--- src/rtl/fc_argmax_reader.sv ---
// fc_argmax_reader: captures the FC layer's logit vector when its done flag
// rises, scans it one entry per cycle for the sign-magnitude maximum, and
// offers the winning class index and score on a valid/ready handshake.
module fc_argmax_reader #(
    parameter int DATA_WIDTH = 16,
    parameter int NODES      = 10,
    parameter int IDX_WIDTH  = 4,
    parameter int DROP_WIDTH = 8
) (
    input  logic                        clk,
    input  logic                        reset,
    input  logic                        done_flag,
    input  logic [DATA_WIDTH*NODES-1:0] logits,
    output logic                        class_valid,
    input  logic                        class_ready,
    output logic [IDX_WIDTH-1:0]        class_idx,
    output logic [DATA_WIDTH-1:0]       class_score,
    output logic                        busy,
    output logic [DROP_WIDTH-1:0]       drop_count
);

    localparam logic [1:0] S_IDLE = 2'd0;
    localparam logic [1:0] S_SCAN = 2'd1;
    localparam logic [1:0] S_OUT  = 2'd2;

    localparam logic [IDX_WIDTH-1:0] LAST_IDX = IDX_WIDTH'(NODES - 1);

    logic [1:0]                        state_q,    state_d;
    logic                              done_prev_q;
    logic [NODES-1:0][DATA_WIDTH-1:0]  cap_q,      cap_d;
    logic [IDX_WIDTH-1:0]              scan_idx_q, scan_idx_d;
    logic [IDX_WIDTH-1:0]              best_idx_q, best_idx_d;
    logic [DATA_WIDTH-1:0]             best_val_q, best_val_d;
    logic                              valid_q,    valid_d;
    logic [IDX_WIDTH-1:0]              idx_q,      idx_d;
    logic [DATA_WIDTH-1:0]             score_q,    score_d;
    logic [DROP_WIDTH-1:0]             drop_q,     drop_d;

    logic                  done_rise;
    logic                  capture;
    logic                  drop;
    logic [DATA_WIDTH-1:0] cand;

    // Strict sign-magnitude greater-than. A zero magnitude is treated as
    // positive so +0 and -0 compare equal.
    function automatic logic sm_gt(input logic [DATA_WIDTH-1:0] a,
                                   input logic [DATA_WIDTH-1:0] b);
        logic          a_neg, b_neg;
        logic [DATA_WIDTH-2:0] a_mag, b_mag;
        a_mag = a[DATA_WIDTH-2:0];
        b_mag = b[DATA_WIDTH-2:0];
        a_neg = a[DATA_WIDTH-1] & (a_mag != '0);
        b_neg = b[DATA_WIDTH-1] & (b_mag != '0);
        if (a_neg != b_neg) return b_neg;
        if (a_neg)          return a_mag < b_mag;
        return a_mag > b_mag;
    endfunction

    assign done_rise = done_flag & ~done_prev_q;
    assign cand      = cap_q[scan_idx_q];

    // Next-state: capture on a rise when free, scan one entry per cycle,
    // hold the result until accepted, and count frames that arrive while busy.
    always_comb begin
        state_d    = state_q;
        cap_d      = cap_q;
        scan_idx_d = scan_idx_q;
        best_idx_d = best_idx_q;
        best_val_d = best_val_q;
        valid_d    = valid_q;
        idx_d      = idx_q;
        score_d    = score_q;
        drop_d     = drop_q;
        capture    = 1'b0;
        drop       = 1'b0;
        case (state_q)
            S_IDLE: capture = done_rise;
            S_SCAN: begin
                drop = done_rise;
                if (sm_gt(cand, best_val_q)) begin
                    best_idx_d = scan_idx_q;
                    best_val_d = cand;
                end
                if (scan_idx_q == LAST_IDX) begin
                    state_d = S_OUT;
                    valid_d = 1'b1;
                    idx_d   = best_idx_d;
                    score_d = best_val_d;
                end else begin
                    scan_idx_d = scan_idx_q + IDX_WIDTH'(1);
                end
            end
            S_OUT: begin
                if (class_ready) begin
                    valid_d = 1'b0;
                    state_d = S_IDLE;
                    capture = done_rise;
                end else begin
                    drop = done_rise;
                end
            end
            default: state_d = S_IDLE;
        endcase
        // A frame landing on the accepting edge goes straight into a new scan.
        if (capture) begin
            cap_d      = logits;
            best_idx_d = '0;
            best_val_d = logits[DATA_WIDTH-1:0];
            scan_idx_d = IDX_WIDTH'(1);
            state_d    = S_SCAN;
        end
        if (drop && (drop_q != '1)) drop_d = drop_q + DROP_WIDTH'(1);
    end

    // State registers with synchronous active-low reset.
    always_ff @(posedge clk) begin
        if (!reset) begin
            state_q     <= S_IDLE;
            done_prev_q <= 1'b0;
            cap_q       <= '0;
            scan_idx_q  <= '0;
            best_idx_q  <= '0;
            best_val_q  <= '0;
            valid_q     <= 1'b0;
            idx_q       <= '0;
            score_q     <= '0;
            drop_q      <= '0;
        end else begin
            state_q     <= state_d;
            done_prev_q <= done_flag;
            cap_q       <= cap_d;
            scan_idx_q  <= scan_idx_d;
            best_idx_q  <= best_idx_d;
            best_val_q  <= best_val_d;
            valid_q     <= valid_d;
            idx_q       <= idx_d;
            score_q     <= score_d;
            drop_q      <= drop_d;
        end
    end

    assign class_valid = valid_q;
    assign class_idx   = idx_q;
    assign class_score = score_q;
    assign busy        = (state_q != S_IDLE);
    assign drop_count  = drop_q;

endmodule
--- config.mk ---
export PLATFORM = sky130hd
export DESIGN_NAME = fc_argmax_reader
export DESIGN_NICKNAME = d
export VERILOG_FILES = /design/src/rtl/fc_argmax_reader.sv
export SDC_FILE = /design/constraint.sdc
export NUM_CORES = 1
export LEC_CHECK = 0
export BUFFER_PORTS_ARGS = -buffer_cell sky130_fd_sc_hd__buf_2
export CORE_MARGIN = 2
export CORE_UTILIZATION = 40
export CTS_CLUSTER_DIAMETER = 50
export DETAILED_ROUTE_END_ITERATION = 8
export GPL_ROUTABILITY_DRIVEN = 0
export HOLD_SLACK_MARGIN = 0.02
export PLACE_DENSITY = 0.6
export SYNTH_ARGS = -nofsm -noshare
export SYNTH_HDL_FRONTEND = slang
export SYNTH_SLANG_ARGS = --single-unit
--- constraint.sdc ---
create_clock -name clk -period 4.2 [get_ports clk]
set_clock_uncertainty 0.15 [all_clocks]
set_input_delay 0.42 -clock clk [delete_from_list [all_inputs] [get_ports clk]]
set_output_delay 0.42 -clock clk [all_outputs]
set_load 0.03 [all_outputs]
# Word level (Yosys, flattened, before mapping)
# Index checks and enable logic that the tools add are counted.
[op_classes]
addsub = 2
n_lt_le_gt_ge = 3
n_eq_ne = 11
n_mux = 30
bitwise = 7
reduce_logical = 14
[ops]
columns = ["cell", "count"]
rows = [
  ["$bmux W16 S4", 1],
  ["$mux W16", 4],
  ["$reduce_bool A15 Y1", 2],
  ["$mux W1", 18],
  ["$gt A15 B15 Y1", 1],
  ["$lt A15 B15 Y1", 1],
  ["$reduce_and A3 Y1", 3],
  ["$add A8 B1 Y8 const B", 1],
  ["$ne A2 B2 Y1 const B", 4],
  ["$ne A8 B8 Y1 const B", 1],
  ["$ne A3 B3 Y1 const B", 2],
  ["$pmux W1 S2", 3],
  ["$pmux W2 S3", 1],
  ["$reduce_and A2 Y1", 3],
  ["$reduce_bool A2 Y1", 3],
  ["$lt A4 B5 Y1 const B", 1],
  ["$add A4 B1 Y4 const B", 1],
  ["$eq A4 B4 Y1 const B", 1],
  ["$mux W2", 2],
  ["$mux W4", 1],
  ["$not A1 Y1", 4],
  ["$and A1 B1 Y1", 3],
  ["$eq A2 B1 Y1 const B", 1],
  ["$eq A2 B2 Y1 const B", 1],
  ["4 further kinds", 4],
]
[totals]
ff_bits = 216
in_bits = 164
output_inout_bits = 30
word_cells = 88

# Longest topological paths before layout
# Gate-level depths: netlist (run 1).
[logic_depth]
word_depth = 15
depth_mapped = 18
mapped_depth_nobuf = 13

# Worst setup path after synthesis (run 1)
# OpenSTA, ideal clock, no wires.
[synth_path]
kind = "flip-flop to flip-flop"
from = "register scan_idx_q[0]"
to = "register best_val_q[14]"
setup_time_ps = 123
t_arrival_ps = 3433
required_time_ps = 3927
path_slack_ps = 494
path_stages_with_launch = 17
path_buffers = 4
synth_period_minus_slack_ps = 3706
cell_sequence = "dfxtp_1 > buf_6 > buf_6 > mux4_2 > a22o_1 > o21bai_1 > ha_1 > and2_1 > a221oi_1 > mux2_2 > a31oi_1 > a21o_1 > o211a_1 > buf_6 > buf_6 > nor3_1 > nor3_2"
[synth_between]
elab_chain_cells = 13
elab_cells_between_ends = 19
classes_between = "order compare: 2; eq/ne: 1; mux: 14; bitwise: 1; reduce/logical: 1"
[synth_rtl]
columns = ["item", "line", "rtl"]
rows = [
  ["from (decl)", "31", "logic [IDX_WIDTH-1:0] scan_idx_q, scan_idx_d;"],
  ["from (signal assigned)", "132", "scan_idx_q <= scan_idx_d;"],
  ["$bmux W16 S4 *", "60", "assign cand = cap_q[scan_idx_q];"],
  ["$mux W16 (implied by the code) *", "60", ""],
  ["parallel branches: the longest is 8 deep, another holds $lt A15 B15 Y1", "--", ""],
  ["$mux W16 *", "80", "if (sm_gt(cand, best_val_q)) begin"],
  ["$mux W16 *", "76", "case (state_q)"],
  ["$mux W16 *", "105", "if (capture) begin"],
  ["to (signal assigned)", "134", "best_val_q <= best_val_d;"],
  ["to (decl)", "33", "logic [DATA_WIDTH-1:0] best_val_q, best_val_d;"],
]
# Every way passes the cells marked *. The select of a mux whose other input is x is not followed.
# A chain may end at the register's enable or synchronous reset.

# Worst setup path after layout (run 1)
[layout_path]
from = "register scan_idx_q[0]"
to = "register score_q[7] (netlist: class_score[7])"
[layout_between]
elab_chain_cells = 11
elab_cells_between_ends = 19
classes_between = "order compare: 2; eq/ne: 2; mux: 12; bitwise: 1; reduce/logical: 2"
[layout_rtl]
columns = ["item", "line", "rtl"]
rows = [
  ["parallel branches: the longest is 11 deep, another holds $lt A15 B15 Y1", "--", ""],
  ["to (signal assigned)", "137", "score_q <= score_d;"],
  ["to (decl)", "36", "logic [DATA_WIDTH-1:0] score_q, score_d;"],
]
# Several ways; the timed one is not identified. The select of a mux whose other input is x is not followed.

==> results of run 1 <==
## area by class of cell
class,instances,area (sq um),share of cell area
clock buffers,34,712,0.0518
clock inverters,12,158,0.0115
inverters,23,86.3,0.00628
multi-input cells,846,5330,0.388
flip-flops and latches,216,4330,0.315
well taps,330,413,0.0300
repair buffers,372,2720,0.198
## critical path, stage by stage (launching register included)
cell      delay, ns
dfxtp_4        0.49
buf_4          0.22
mux4_2         0.52
a22o_1         0.25
o21bai_1       0.25
ha_1           0.37
nand2_1        0.08
nor4_1         0.27
mux2_2         0.20
a31oi_1        0.06
a21o_1         0.25
o21ai_4        0.09
buf_4          0.28
mux2i_1        0.24
o22ai_1        0.10
## layer usage
| layer | vias up | GRT usage | wire length, um |
|---|---|---|---|
| met2 | 355 | 0.380 | 14600 |
| met1 | 4413 | 0.327 | 14700 |
| met5 | - | 0 | 0 |
| met4 | 0 | 0.0744 | 1070 |
| met3 | 70 | 0.0328 | 1860 |
| li1 | 4658 | - | - |
## flip-flops by register name, summed over array words and instances (netlist names)
signal,count
best_idx_q,4
best_val_q,16
cap_q,160
class_idx,4
class_score,16
class_valid,1
done_prev_q,1
drop_count,8
scan_idx_q,4
state_q,2
## cells by family (layout without fill, tap and decap cells)
family | after synthesis | in the layout | share of synthesized area
adder cells (fa/ha/maj) | 21 | 21 | 0.0259
XOR/XNOR | 10 | 10 | 0.00863
AO/OA/AOI/OAI | 266 | 266 | 0.190
flip-flops | 216 | 216 | 0.426
AND/OR/NAND/NOR | 469 | 469 | 0.188
multiplexers | 80 | 80 | 0.107
buffers and inverters | 114 | 441 | 0.0541
## timing repair
| action | in CTS | in global routing |
|---|---|---|
| buffers inserted | 0 | 1 |
| endpoints found under the hold margin | 142 | 1 |
| resized for setup | 0 | 5 |
| hold buffers | 142 | 1 |
| endpoints found under the setup margin | 0 | 31 |
## where the power goes
group          internal [mW]  leakage (nW)  total, mW  switching (mW)
Clock                   1.38         0.415       2.27           0.887
Sequential              2.22          1.77       2.36           0.137
Combinational          0.652          3.39       1.43           0.782
Total                   4.25          5.58       6.06            1.81
## placed cells by master, fill, tap and decap left out, types with 21 or more instances in the layout
cell type / Yosys / layout
dlygate4sd3_1: 0 / 143
inv_1: 23 / 23
clkbuf_16: 0 / 27
nor3_1: 31 / 31
buf_4: 3 / 32
mux2i_1: 35 / 35
nor2_1: 37 / 37
mux2_2: 24 / 24
a21boi_0: 162 / 162
buf_2: 9 / 192
o22ai_1: 28 / 28
ha_1: 21 / 21
dfxtp_1: 216 / 215
nand2_1: 359 / 359
## path summary, 6_finish.rpt
check,from,to,slack (ns),cells after the start
max,scan_idx_q[0],class_score[7],0.22,14
min,logits[78],cap_q[78],0.02,3
max reg2reg,scan_idx_q[0],class_score[7],0.22,14
min reg2reg,cap_q[71],cap_q[71],0.31,2
## stage by stage
step	hold slack [ns]	power, mW	TNS, ns	worst slack [ns]	cells
3_5_place_dp	0.304	3.69	0	0.161	1643
2_1_floorplan	0.280	3.31	0	0.494	1176
3_3_place_gp	0.299	3.68	0	0.264	1643
4_1_cts	0.0201	6.05	0	0.136	1831
5_1_grt	0.0347	6.32	-0.00588	-0.00499	1833
6_report	0.0225	6.06	0	0.223	1833
==> impl_metrics.csv, run 1 <==
group,metric,value,unit
run_status,status,"finished, final reports clean",
floorplan,dieWidth,163,um
synthesis,yosysWarnings,0,
synthesis,synthTopCellsByCount,"nand2_1, dfxtp_1, a21boi_0",
floorplan,die_h,163,um
clocking,clock_sinks,216,
power,power_density,441,nW/um^2
cells_and_area,nFillCells,2305,
clocking,ctsHtreeMaxLevel,1,
timing,finalHoldViolations,0,
drt,first_pass_iters,5,
clocking,clk_latency,0.53,ns
floorplan,start_util,0.406,
drt,wl_per_cell,17.6,um
synthesis,synthesis.nets,1361,
synthesis,synth_largest_area_cell,"dfxtp_1",
drt,ant_nets,0,
power,p_leak,5.58,nW
job,maxCapViolations,0,
cells_and_area,layout.nets,1671,
timing,fmax,251,MHz
synthesis,synth_ff_type,"dfxtp_1",
synthesis,yosysMostFrequentCell,"nand2_1",
clocking,cts_buffers,27,
clocking,clk_pin_slew,0.06,ns
floorplan,rows,58,
power,vdd_drop_max,0.308,mV
drt,wirelength,32200,um
synthesis,synthDistinctLibCells,51,
critical_path,worst-path-max-fanout,18,
hold_path,min_path_type,"in -> reg",
placed_design,io_buffers,193,
synthesis,syn_inst,1176,
critical_path,critPathArrivalTime,4.22,ns
synthesis,synth_edf_count,0,
synthesis,netlist_area,10200,sq um
timing,finalCritPeriodShare,0.947,
floorplan,core,25000,sq um
synthesis,synth_top_area_share,0.426,
critical_path,cp.required,4.44,ns
drt,vias,9496,
global_route,grt_pass1_vias,9061,
cells_and_area,n_antenna_cell,0,
synthesis,async_flop_share,0,
placed_design,place_area,11400,sq um
global_route,grt.total_usage,0.236,
timing,tightest_slew,0.952,ns
floorplan,top_level_ports,194,
drt,drc,0,
timing,post-route-min-period,3.98,ns
synthesis,yosys-top-cells-area,"dfxtp_1, nand2_1, a21boi_0",
timing,setup_violations,0,
floorplan,fp.dieArea,26700,sq um
global_route,grt.overflow.total,0,
cells_and_area,layout-drive-gt1-share,0.215,
global_route,grt_pass1_wl,49700,um
critical_path,endpoint_kind,"register",
placed_design,post-dp-hpwl,21500,um
global_route,grt_antenna_before_repair,0,
drt,viasPerCell,5.18,
synthesis,syn_area_per_cell,8.63,sq um
clocking,clk_path_buf_depth,3,
global_route,grt_start_max_net_pins,109,
cells_and_area,syn2layout_area_growth,35.5,%
cells_and_area,design_area,13800,sq um
cells_and_area,fin_util,0.549,
timing,maxSlewViolCount,0,
clocking,cts_tree,"yes",
drt,drt-initial-drc-count,731,
synthesis,ys_ff_latch,216,
synthesis,seq_area_frac_synth,0.426,
critical_path,critPathLaunchType,"register",
critical_path,critPathKind,"reg -> reg",
clocking,cts-root-buf,"clkbuf_16",
timing,maxSlewHeadroom,0.365,
Power figures use the tool's default switching activity.
==> run 2, diff against run 1 <==
--- a/config.mk
+++ b/config.mk
@@ -12,6 +12,7 @@
 export DETAILED_ROUTE_END_ITERATION = 8
 export GPL_ROUTABILITY_DRIVEN = 0
 export HOLD_SLACK_MARGIN = 0.02
+export MAX_ROUTING_LAYER = met4
 export PLACE_DENSITY = 0.6
 export SYNTH_ARGS = -nofsm -noshare
 export SYNTH_HDL_FRONTEND = slang
==> run 2 against run 1 <==
Against the previous run: final area did not move; final cell count did not move; sequential cell count did not move; hold slack improved by 0.00099 ns; power barely moved; global-route usage rose by 0.69 points; count of clock-buffer cells in the layout did not move; die area did not move; worst setup slack improved by 0.0088 ns; clock power barely moved; combinational power barely moved; largest cell class unchanged; largest power group unchanged.
==> impl_metrics.csv, run 2 (synthesis results as in run 1) <==
group,metric,value,unit
drt,drc,0,
power,p_seq_frac,0.389,
drt,drt-initial-drc-count,682,
critical_path,critPathKind,"reg -> reg",
floorplan,die_h,163,um
global_route,grt.overflow.total,0,
critical_path,crit_chain,"mux4_2 > a22o_1 > o21bai_1 > ha_1 > and2_1 > a221oi_1 > mux2_2 > a31oi_1 > a21o_1 > o21ai_4 > buf_4 > mux2i_1 > o22ai_1",
hold_path,min_path_type,"in -> reg",
cells_and_area,fin_util,0.549,
drt,viasPerCell,5.17,
critical_path,endpoint_kind,"register",
timing,finalCritPeriodShare,0.945,
critical_path,regToRegSetupSlack,0.23,ns
critical_path,crit_start,"scan_idx_q[1]",
cells_and_area,layout-drive-gt1-share,0.215,
placed_design,io_buffers,193,
floorplan,core,25000,sq um
critical_path,critPathArrivalTime,4.21,ns
global_route,grt_start_max_net_pins,109,
placed_design,place_area,11400,sq um
floorplan,dieWidth,163,um
placed_design,post-dp-hpwl,21500,um
timing,setup_ws,0.232,ns
clocking,clk_path_buf_depth,3,
power,power.internal,4.25,mW
critical_path,cp-endpoint,"class_score[7]",
clocking,clk_latency,0.53,ns
timing,fmax,252,MHz
clocking,cts_buffers,27,
clocking,cts-root-buf,"clkbuf_16",
floorplan,start_util,0.406,
drt,vias,9484,
drt,first_pass_iters,6,
critical_path,slowest_stage,"mux4_2",
clocking,ctsHtreeMaxLevel,1,
timing,setup_violations,0,
timing,maxSlewHeadroom,0.364,
power,combPwrFrac,0.237,
cells_and_area,largest_register_ffs,160,
floorplan,top_level_ports,194,
cells_and_area,layout.nets,1671,
critical_path,worst-path-max-fanout,18,
global_route,grt_antenna_before_repair,0,
global_route,grt_pass1_vias,9057,
cells_and_area,final_common_cell,"nand2_1",
timing,finalHoldViolations,0,
timing,post-route-min-period,3.97,ns
power,switchingPower,1.81,mW
timing,tightest_slew,0.954,ns
critical_path,critPathLaunchType,"register",
critical_path,cp.required,4.44,ns
drt,ant_nets,0,
cells_and_area,syn2layout_area_growth,35.5,%
power,power_density,441,nW/um^2
critical_path,timing.rr.start,"scan_idx_q[1]",
floorplan,fp.dieArea,26700,sq um
clocking,clk_pin_slew,0.06,ns
cells_and_area,design_area,13800,sq um
cells_and_area,top_register,"cap_q",
clocking,clock_sinks,216,
cells_and_area,n_antenna_cell,0,
power,power.share.clock,0.375,
job,maxCapViolations,0,
floorplan,rows,58,
power,switching_share,0.298,
clocking,cts_tree,"yes",
timing,maxSlewViolCount,0,
drt,wirelength,32300,um
run_status,status,"finished, final reports clean",
drt,wl_per_cell,17.6,um
critical_path,ff2ff_path_depth,13,
global_route,grt_pass1_wl,49700,um
power,p_leak,5.58,nW
power,vdd_drop_max,0.307,mV
critical_path,reg2reg_to,"class_score[7]",
cells_and_area,final_cell_mix,"nand2_1, dfxtp_1, buf_2",
critical_path,cpPeakStageDelay,0.57,ns
placed_design,dp_slack,0.161,ns
global_route,grt.total_usage,0.243,
[run 2: layout make-up]
type | count | area [sq um]
fill | 2305 | 11300
inverter | 23 | 86.3
tap | 330 | 413
clock buffer | 34 | 712
sequential | 216 | 4330
clock inverter | 12 | 158
timing repair buffer | 372 | 2720
multi-input combinational | 846 | 5330
[run 2: per-layer routing]
metal,vias to the layer above,part of all wire,track usage
met4,0,0.031,0.0716
li1,4661,-,-
met2,333,0.45,0.381
met3,69,0.052,0.0287
met1,4421,0.46,0.329
met5,-,0,-
[run 2: worst min path at each step]
stage	from	endpoint	slack, ns	depth (start not counted)
2_1_floorplan	best_idx_q[3]	class_idx[3]	0.28	2
3_3_place_gp	cap_q[70]	cap_q[70]	0.30	2
3_5_place_dp	cap_q[71]	cap_q[71]	0.30	2
4_1_cts	logits[49]	cap_q[49]	0.02	3
5_1_grt	logits[2]	cap_q[2]	0.03	3
6_report	logits[94]	cap_q[94]	0.02	3
[run 2: power groups by stage]
stage	Combinational (mW)	Sequential (mW)	Clock [mW]
global placement	1.27	2.40	0
detailed placement	1.29	2.40	0
finish	1.43	2.36	2.27
global route	1.57	2.37	2.38
CTS	1.39	2.36	2.30
floorplan	0.978	2.33	0
[run 2: timing repair]
item | 4_1_cts | 5_1_grt
gates resized for setup | 0 | 5
hold buffers | 142 | 1
endpoints found under the hold margin | 142 | 1
endpoints found under the setup margin | 0 | 31
buffers inserted | 0 | 1
[run 2: stage by stage]
step           std cells  hold WS (ns)  setup TNS (ns)  total power [mW]
2_1_floorplan       1176         0.280               0              3.31
3_3_place_gp        1643         0.299               0              3.68
3_5_place_dp        1643         0.304               0              3.69
4_1_cts             1831        0.0201               0              6.05
5_1_grt             1833        0.0347        -0.00588              6.32
6_report            1833        0.0235               0              6.06
[run 2: worst max-delay path: cells and delay by family (launching register included)]
kind,cells,cell delay [ns]
AND/OR/NAND/NOR,1,0.17
buffers and inverters,1,0.28
adder cells (fa/ha/maj),1,0.34
multiplexers,3,1.05
flip-flops,1,0.48
AO/OA/AOI/OAI,7,1.35
==> run 3, diff against run 2 <==
--- a/config.mk
+++ b/config.mk
@@ -13,7 +13,7 @@
 export GPL_ROUTABILITY_DRIVEN = 0
 export HOLD_SLACK_MARGIN = 0.02
 export MAX_ROUTING_LAYER = met4
-export PLACE_DENSITY = 0.6
+export PLACE_DENSITY = 0.58
 export SYNTH_ARGS = -nofsm -noshare
 export SYNTH_HDL_FRONTEND = slang
 export SYNTH_SLANG_ARGS = --single-unit
==> run 3 against run 2 <==
Against the previous run: sequential power is essentially flat; fmax grew 0.24%; final area shrank 0.54%; sequential cell count is the same; hold slack lost 0.0020 ns; utilization shrank 0.29 points; first-iteration DRC count grew 16%; register-to-register slack is essentially flat; wire length shrank 2.4%; count of clock-buffer cells in the layout shrank 4; critical path type unchanged; critical endpoint is now best_val_q[5]; largest cell class unchanged.
==> impl_metrics.csv, run 3 (synthesis results as in run 1) <==
group,metric,value,unit
placed_design,place_area,11500,sq um
cells_and_area,layout-drive-gt1-share,0.221,
placed_design,post-dp-hpwl,21700,um
cells_and_area,nFillCells,2349,
drt,vias,9305,
timing,finalCritPeriodShare,0.943,
global_route,top_usage_layer,"met2",
drt,drc,0,
floorplan,fp.dieArea,26700,sq um
floorplan,die_h,163,um
clocking,ctsHtreeMaxLevel,1,
floorplan,core,25000,sq um
critical_path,cp_top_family,"compound AO/OA/AOI/OAI gates",
timing,tightest_slew,0.698,ns
hold_path,min_path_type,"in -> reg",
timing,fmax,253,MHz
critical_path,cpPeakStageDelay,0.55,ns
critical_path,ff2ff_path_depth,13,
critical_path,path_buf_inv,1,
timing,worst_hold_slack,0.0215,ns
timing,setup_violations,0,
clocking,clk_latency,0.53,ns
timing,maxSlewHeadroom,0.534,
critical_path,critPathKind,"reg -> reg",
critical_path,regToRegSetupSlack,0.24,ns
cells_and_area,largest_register_ffs,160,
power,power.share.clock,0.382,
timing,rsz0062_at_grt,"false",
timing,finalHoldViolations,0,
drt,drt-initial-drc-count,791,
hold_path,hp-start,"logits[67]",
power,p_total,6.16,mW
floorplan,rows,58,
clocking,clk_path_buf_depth,3,
cells_and_area,final_cell_mix,"nand2_1, dfxtp_1, buf_2",
cells_and_area,top_register,"cap_q",
hold_path,hold_depth,3,
cells_and_area,syn2layout_area_growth,34.7,%
cells_and_area,n_antenna_cell,0,
clocking,clk_pin_slew,0.06,ns
critical_path,worst-path-max-fanout,17,
critical_path,cp.required,4.45,ns
critical_path,slowest_stage,"dfxtp_4",
drt,viasPerCell,5.11,
power,power_density,450,nW/um^2
placed_design,io_buffers,193,
drt,first_pass_iters,5,
timing,maxSlewViolCount,0,
drt,wirelength,31500,um
clocking,cts_buffers,26,
global_route,grt_start_max_net_pins,74,
clocking,cts-root-buf,"clkbuf_16",
global_route,grt_antenna_before_repair,0,
power,p_seq_frac,0.383,
clocking,cts_tree,"yes",
global_route,met2_usage,0.371,
job,maxCapViolations,0,
power,p_leak,5.58,nW
critical_path,timing.rr.start,"scan_idx_q[0]",
critical_path,crit_chain,"mux4_2 > a22o_1 > o21bai_1 > ha_1 > and2_1 > nand2_1 > mux2_2 > a31oi_1 > a21o_1 > o21ai_4 > buf_4 > o31ai_1 > nor3_1",
critical_path,reg2reg_to,"best_val_q[5]",
drt,ant_nets,0,
global_route,grt.overflow.total,0,
cells_and_area,design_area,13700,sq um
hold_path,hold_path_end,"cap_q[67]",
global_route,grt_pass1_vias,8952,
cells_and_area,layout.nets,1660,
power,switching_share,0.296,
power,vdd_drop_max,0.300,mV
critical_path,critPathLaunchType,"register",
floorplan,start_util,0.406,
global_route,grt_use_met3,0.0312,
timing,setup_tns,0,ns
cells_and_area,final_common_cell,"nand2_1",
floorplan,dieWidth,163,um
critical_path,critPathArrivalTime,4.21,ns
global_route,grt.total_usage,0.240,
global_route,use_met1,0.330,
cells_and_area,fin_util,0.546,
run_status,status,"finished, final reports clean",
drt,wl_per_cell,17.3,um
clocking,clock_sinks,216,
timing,post-route-min-period,3.96,ns
power,power.internal,4.33,mW
critical_path,endpoint_kind,"register",
floorplan,top_level_ports,194,
power,combPwrFrac,0.235,
power,switchingPower,1.82,mW
global_route,grt_pass1_wl,48700,um
==> run 3: cell types whose count changed in the layout (fill, tap and decap cells not counted), moves of 2 or more <==
cell / previous run / this run
clkbuf_1: 6 / 1
o32ai_1: 8 / 11
dlygate4sd3_1: 143 / 127
clkinv_2: 2 / 7
inv_6: 3 / 1
buf_4: 32 / 35
o32ai_2: 4 / 1
clkinvlp_4: 3 / 0
buf_12: 4 / 7
==> run 3: power groups by stage <==
stage                     sequential (mW)  combinational (mW)  clock [mW]
after detailed placement             2.40                1.30           0
after global routing                 2.38                1.58        2.47
final                                2.36                1.45        2.35
after global placement               2.40                1.28           0
after CTS                            2.36                1.39        2.38
after floorplan                      2.33               0.978           0
==> run 3: stage by stage <==
stage	worst slack, ns	cells
after floorplan	0.494	1176
after global placement	0.166	1647
after detailed placement	0.0545	1647
after CTS	0.0239	1819
after global routing	0.0458	1822
final	0.241	1822
==> run 3: area by class of cell <==
type,count,area (sq um),share of cell area
Inverter,23,86.3,0.00631
Timing Repair Buffer,361,2640,0.193
Multi-Input combinational cell,847,5320,0.389
Clock buffer,30,707,0.0517
Clock inverter,15,193,0.0141
Tap cell,330,413,0.0302
Sequential cell,216,4330,0.316
==> run 3: layer usage <==
layer  up-vias  wire, um
li1       4631         -
met1      4297     14500
met2       310     14200
met3        67      1920
met4         0       909
met5         -         0
==> run 3: how the worst max path moves through the flow <==
stage,from,end,slack (ns),depth (start not counted)
global placement,scan_idx_q[0],class_score[14],0.17,14
floorplan,scan_idx_q[0],best_val_q[14],0.49,16
detailed placement,scan_idx_q[0],class_score[1],0.05,14
CTS,scan_idx_q[0],class_score[1],0.02,14
global route,scan_idx_q[0],best_val_q[0],0.05,13
finish,scan_idx_q[0],best_val_q[5],0.24,13
==> run 3: worst register-to-register path, stage by stage, from the launching register on <==
cell      delay (ns)
dfxtp_4         0.55
mux4_2          0.56
a22o_1          0.23
o21bai_1        0.23
ha_1            0.34
and2_1          0.19
nand2_1         0.11
mux2_2          0.33
a31oi_1         0.18
a21o_1          0.25
o21ai_4         0.12
buf_4           0.18
o31ai_1         0.32
nor3_1          0.08
==> run 3: what timing repair did <==
item,CTS,global route
setup buffers,0,2
endpoints found under the hold margin,127,0
endpoints found under the setup margin,0,27
hold buffers,127,0
resized for setup,0,2
